### config.mk
export PLATFORM = sky130hd
export DESIGN_NAME = putchar_ctl
export DESIGN_NICKNAME = d
export VERILOG_FILES = /design/src/rtl/putchar_ctl.sv
export SDC_FILE = /design/constraint.sdc
export NUM_CORES = 1
export LEC_CHECK = 0
export ABC_AREA = 1
export BUFFER_PORTS_ARGS = -buffer_cell sky130_fd_sc_hd__buf_2
export CORE_MARGIN = 4
export CORE_UTILIZATION = 50
export DETAILED_ROUTE_END_ITERATION = 6
export PLACE_DENSITY = 0.77
export REMOVE_ABC_BUFFERS = 1
export SYNTH_ARGS = -nofsm -noshare
export SYNTH_HDL_FRONTEND = slang
export SYNTH_SLANG_ARGS = --single-unit
export TNS_END_PERCENT = 100
### constraint.sdc
create_clock -name i_clk -period 2.5 [get_ports i_clk]
set_input_delay 0.5 -clock i_clk [delete_from_list [all_inputs] [get_ports i_clk]]
set_output_delay 0.5 -clock i_clk [all_outputs]
set_load 0.005 [all_outputs]
### src/rtl/putchar_ctl.sv
// Character writer for the terminal text VRAM: glyph writes, control codes, scroll handshake, line blanking.
// Optional macro PUTCHAR_CTRL_EN enables control-code interpretation; otherwise every byte is a glyph.
module putchar_ctl #(
    parameter int          COLS   = 80,
    parameter int          ROWS   = 30,
    parameter int          ADDR_W = 12,
    parameter int          TAB_W  = 8,
    parameter logic [7:0]  BLANK  = 8'h20
) (
    input  logic              i_clk,
    input  logic              i_rst,
    input  logic              i_valid,
    output logic              o_ready,
    input  logic [7:0]        i_char,
    output logic              o_vram_ce,
    output logic              o_vram_w,
    output logic [ADDR_W-1:0] o_vram_addr,
    output logic [7:0]        o_vram_din,
    output logic              o_running,
    output logic              o_scroll,
    input  logic              i_scroll_done,
    output logic [7:0]        o_col,
    output logic [7:0]        o_row
);

    if ((TAB_W < 1) || ((TAB_W & (TAB_W - 1)) != 0)) begin : g_bad_tab
        $error("putchar_ctl: TAB_W must be a power of two");
    end

    // state  | meaning
    // IDLE   | ready for a byte
    // WRITE  | one glyph write at the cursor
    // CTRL   | apply a control code to the cursor
    // SCROLL | scroll request held until done pulse
    // CLEAR  | blank the bottom row, one cell per cycle
    localparam logic [2:0] S_IDLE   = 3'd0;
    localparam logic [2:0] S_WRITE  = 3'd1;
`ifdef PUTCHAR_CTRL_EN
    localparam logic [2:0] S_CTRL   = 3'd2;
`endif
    localparam logic [2:0] S_SCROLL = 3'd3;
    localparam logic [2:0] S_CLEAR  = 3'd4;

    localparam logic [7:0]        COL_LAST = 8'(COLS - 1);
    localparam logic [7:0]        ROW_LAST = 8'(ROWS - 1);
    localparam logic [ADDR_W-1:0] COLS_A   = ADDR_W'(COLS);
    localparam logic [ADDR_W-1:0] CLR_BASE = ADDR_W'((ROWS - 1) * COLS);

    logic [2:0] state_q, state_d;
    logic [7:0] col_q, col_d;
    logic [7:0] row_q, row_d;
    logic [7:0] char_q, char_d;
    logic [7:0] cnt_q, cnt_d;
    logic       is_print;
    logic [ADDR_W-1:0] addr_cur;

`ifdef PUTCHAR_CTRL_EN
    localparam logic [7:0] TAB_MASK = 8'(TAB_W - 1);
    localparam logic [8:0] TAB_STEP = 9'(TAB_W);
    logic [8:0] tab_raw;
    logic [7:0] tab_col;

    assign is_print = (i_char >= 8'h20);
    assign tab_raw  = {1'b0, col_q & ~TAB_MASK} + TAB_STEP;
    // Tab clamps at the right margin rather than wrapping to the next row.
    assign tab_col  = (tab_raw > {1'b0, COL_LAST}) ? COL_LAST : tab_raw[7:0];
`else
    assign is_print = 1'b1;
`endif

    assign addr_cur = ADDR_W'(row_q) * COLS_A + ADDR_W'(col_q);

    always_comb begin
        state_d = state_q;
        col_d   = col_q;
        row_d   = row_q;
        char_d  = char_q;
        cnt_d   = cnt_q;
        case (state_q)
            S_IDLE: begin
                if (i_valid) begin
                    char_d = i_char;
`ifdef PUTCHAR_CTRL_EN
                    state_d = is_print ? S_WRITE : S_CTRL;
`else
                    state_d = is_print ? S_WRITE : S_IDLE;
`endif
                end
            end
            S_WRITE: begin
                state_d = S_IDLE;
                if (col_q == COL_LAST) begin
                    col_d = 8'd0;
                    if (row_q == ROW_LAST) state_d = S_SCROLL;
                    else                   row_d   = row_q + 8'd1;
                end else begin
                    col_d = col_q + 8'd1;
                end
            end
`ifdef PUTCHAR_CTRL_EN
            S_CTRL: begin
                state_d = S_IDLE;
                case (char_q)
                    8'h0D: col_d = 8'd0;
                    8'h0A: begin
                        if (row_q == ROW_LAST) state_d = S_SCROLL;
                        else                   row_d   = row_q + 8'd1;
                    end
                    8'h08: if (col_q != 8'd0) col_d = col_q - 8'd1;
                    8'h09: col_d = tab_col;
                    default: ;
                endcase
            end
`endif
            S_SCROLL: begin
                if (i_scroll_done) begin
                    state_d = S_CLEAR;
                    cnt_d   = 8'd0;
                end
            end
            S_CLEAR: begin
                cnt_d = cnt_q + 8'd1;
                if (cnt_q == COL_LAST) begin
                    state_d = S_IDLE;
                    row_d   = ROW_LAST;
                end
            end
            default: state_d = S_IDLE;
        endcase
    end

    always_ff @(posedge i_clk) begin
        if (i_rst) begin
            state_q <= S_IDLE;
            col_q   <= 8'd0;
            row_q   <= 8'd0;
            char_q  <= 8'd0;
            cnt_q   <= 8'd0;
        end else begin
            state_q <= state_d;
            col_q   <= col_d;
            row_q   <= row_d;
            char_q  <= char_d;
            cnt_q   <= cnt_d;
        end
    end

    assign o_ready     = (state_q == S_IDLE);
    assign o_running   = (state_q == S_WRITE) || (state_q == S_CLEAR);
    assign o_vram_ce   = o_running;
    assign o_vram_w    = o_running;
    assign o_scroll    = (state_q == S_SCROLL);
    assign o_vram_addr = (state_q == S_WRITE) ? addr_cur :
                         (state_q == S_CLEAR) ? CLR_BASE + ADDR_W'(cnt_q) : '0;
    assign o_vram_din  = (state_q == S_WRITE) ? char_q :
                         (state_q == S_CLEAR) ? BLANK : 8'd0;
    assign o_col       = col_q;
    assign o_row       = row_q;

endmodule
==> results by stage <==
STA:
- The worst path setup slack after routing is -0.373 ns.
- The highest clock frequency the design can meet is 0.348 GHz.
- The worst max-slew margin expressed relative to the limit is between 60% and 70%.
- Setup repair after global routing could not meet its margin everywhere.
- The clock arrives with 0.00783 ns of skew.
- The max-slew violation count came to 0.
- Setup violations remaining at the end of the flow were counted as 4.
- Dividing the final minimum period by the clock period gives 115%.
- For the finished layout, the period the worst path requires is 2.87 ns.
- The number of hold violations in the final report is 0.
- At the pin with the least slew margin, the transition time is 0.535 ns.

Clock network:
- The number of buffers inserted for hold repair after clock tree synthesis is 0.
- After clock tree synthesis, the clock-pin slew on the worst setup and hold paths is ~0.07 ns.
- The maximum clock path buffer count is 2.
- TritonCTS built the clock tree.
- In this run, CTS created clock tree buffers numbering 5.
- The clock latency reported for the late side of the worst-skew pair is 0.30 ns.
- The H-tree depth is 2.
- Clock tree synthesis found a total of 35 sinks.
- Clock tree synthesis selected as its root buffer the cell clkbuf_8.

Finish:
- The number of nets at the end of the flow is 464.
- Of the cells placed in the final design, the portion with a size suffix greater than 1 is 32.9%.
- The synthesis-to-finish area growth is 27.6%.
- The final antenna diode count is 0.
- For this run, the share of the core covered by cells in the final layout is 67.3%.
- After routing the design area is 3240 sq um.

Drt:
- The total via count in the routed design is 2602.
- The routed design has 6820 microns of wire.
- The number of nets with antenna violations after detailed routing is 0.
- The number of vias per cell is 5.21.
- After the first detailed-routing iteration, the DRC count stood at between 100 and 150.
- The post-detailed-route wirelength per cell is 13.7 microns.
- The post-route DRC violation count is 0.
- The count of TritonRoute iterations in the first routing pass is 4.

Logic synthesis:
- The area of the mapped netlist is between 2000 and 3000 sq um.
- Counting flops with a built-in enable in the synthesized netlist gives 0.
- Synthesis handed over a netlist of 369 instances.
- The average cell area after synthesis is ~6.9 sq um.
- For this run, the leading register cell type out of synthesis is dfxtp_1.
- Of the synthesized area, sequential elements account for between 20 and 30%.
- The most repeated cell in the gate-level netlist after synthesis is nand2_1.
- In this run, synthesis produced a sequential element count of 35.
- The number of library cell types mapped by synthesis is 35.
- The fraction of registers with async set/reset is 0%.
- For this run, the number of Yosys warnings is 0.
- The share of the synthesized area in the top cell type is 27.6%.
- dfxtp_1 takes more of the synthesized area than any other cell.
- After synthesis, the cell types taking the most area are dfxtp_1 28%, nand2_1 10%, ha_1 9.4%.
- Counting instances in the post-synthesis netlist gives the leading cell types as 69 x nand2_1, 52 x inv_1, 35 x dfxtp_1.

Critical path:
- The signal on the critical path passes through ha_4 > ha_4 > fa_2 > nand2_2 > inv_2 > nand3_2 > nand3_4 > inv_2 > nor2_2 > nand2_1 > nand3_1 > nand2_1 > buf_2.
- The endpoint type of the worst setup path is a primary output.
- The worst stage delay on the critical path is 0.56 ns.
- The family of cells with the greatest summed delay on the critical path is adder cells.
- STA puts the critical path data required time at around 2.0 ns.
- The total buffers and inverters traversed by the critical path is 3.
- The kind of critical path is reg2out.
- The worst setup path is launched from a flip-flop.
- In this run the worst setup path begins at o_row[1].
- Among all stages on the critical path, the largest delay is contributed by fa_2.
- Of all nets on the critical path, the largest fanout is 4.
- The data arrival time at the worst-slack endpoint is between 2 and 2.5 ns.
- The startpoint identified for the worst register-to-register timing path is o_row[1].

Power and ir drop:
- The worst-case vdd ir drop is 0.000351 V.
- The power density normalized to cell area is 391 nW/um^2.
- The leakage dissipation is between 1 and 1.5 nW.

Die:
- The width of the chip is 79.3 microns.
- Once the floorplan was initialized, standard cells occupied between 50% and 60% of the core.
- The height of the die is 79.3 microns.
- Row generation in the floorplan step produced 25 rows.
- The total I/O pin count is 53.
- The core region is 4820 sq um.
- The overall die area is approximately 6300 sq um.

Placement:
- Input and output buffers added on the ports amount to 52.
- The post-detailed-placement cell area is ~2900 sq um.
- The placer congestion estimate is slightly below 0.9.
- The HPWL after detailed placement is 4580 microns.

GRT:
- For this run, the total global-route usage over all layers was measured as 22.1%.
- The number of global-route vias before repair came to 2458.
- The global-route congestion overflow total is 0.
- The wire length of the first global-routing pass is 11100 microns.
- Entering global routing, the biggest net connects 25 pins.
- The initial antenna violation count is 0.

Worst hold path:
- The path class of the tightest hold or removal check is reg2reg.
- In this run the most critical hold path is launched from char_q[2].

Run:
- The number of maximum-capacitance constraint violations is 0.

Outcome:
- The final reports fail on negative setup slack.
- The run finished, with violations left.
## per-stage QoR
stage | hold slack, ns | power, mW | TNS [ns] | setup slack [ns] | cells
after floorplan | 0.425 | 0.672 | -0.0459 | -0.0459 | 357
after global placement | 0.439 | 0.722 | -0.0987 | -0.0673 | 487
after detailed placement | 0.447 | 0.727 | -0.281 | -0.138 | 487
after CTS | 0.459 | 1.27 | -0.862 | -0.296 | 497
after global routing | 0.483 | 1.31 | -1.36 | -0.450 | 499
final | 0.457 | 1.27 | -1.11 | -0.373 | 499
## layer usage
layer  vias up  wire, microns  track usage, %
met5         -              0               0
met4         0            144            8.08
met3        15            287            3.97
met2        71           3430            37.7
met1      1198           2960            27.6
li1       1318              -               -
## cell families after synthesis
| kind of cell | Yosys count | synth area share [%] |
|---|---|---|
| XOR/XNOR | 7 | 2.42 |
| buffers and inverters | 68 | 12.0 |
| AND/OR/NAND/NOR | 166 | 31.3 |
| AO/OA/AOI/OAI | 72 | 15.8 |
| flip-flops | 35 | 27.6 |
| adder cells (fa/ha/maj) | 21 | 10.9 |
## path summary, 6_finish.rpt
check,end,slack [ns],cells after the start
worst min-delay path,char_q[2],0.46,2
worst max register to register,o_row[0],0.80,11
worst max-delay path,o_vram_addr[11],-0.37,13
worst min register to register,char_q[2],0.46,2
## placed cells by master, fill, tap and decap left out, drive strengths merged, types with 3 or more instances in the layout
cell type / n
ha: 19
dfxtp: 35
nor2: 37
xor2: 7
a21oi: 34
nand3: 36
inv: 56
buf: 67
nand2: 81
clkbuf: 6
or2: 3
o21ai: 33
nor3: 6
o22ai: 3
## flip-flops by register name, indices dropped and copies added, names as in the netlist
register and count:
o_row 8, char_q 8, cnt_q 8, state_q 3
o_col 8
## power breakdown
part / internal, mW / switching (mW) / total (mW)
Sequential: 0.572 / 0.00960 / 0.582
Combinational: 0.0533 / 0.0878 / 0.141
Clock: 0.323 / 0.222 / 0.544
Total: 0.948 / 0.319 / 1.27
## area by class of cell
cell class | count | area [sq um]
Multi-Input combinational cell | 266 | 1720
Fill cell | 433 | 1580
Sequential cell | 35 | 711
Timing Repair Buffer | 67 | 388
Inverter | 56 | 218
Tap cell | 67 | 83.8
Clock buffer | 6 | 82.6
Clock inverter | 2 | 35.0
## timing repair
item	in CTS	in global routing
pin swaps	7	10
gates cloned	0	0
setup buffers	2	3
setup endpoints to repair	5	6
resized for setup	20	27
## worst min-delay path, cell delays in order (launching register included)
cell and delay, ns:
dfxtp_1 0.30, inv_1 0.06, a21oi_1 0.06
(Power assumes the default switching activity.)
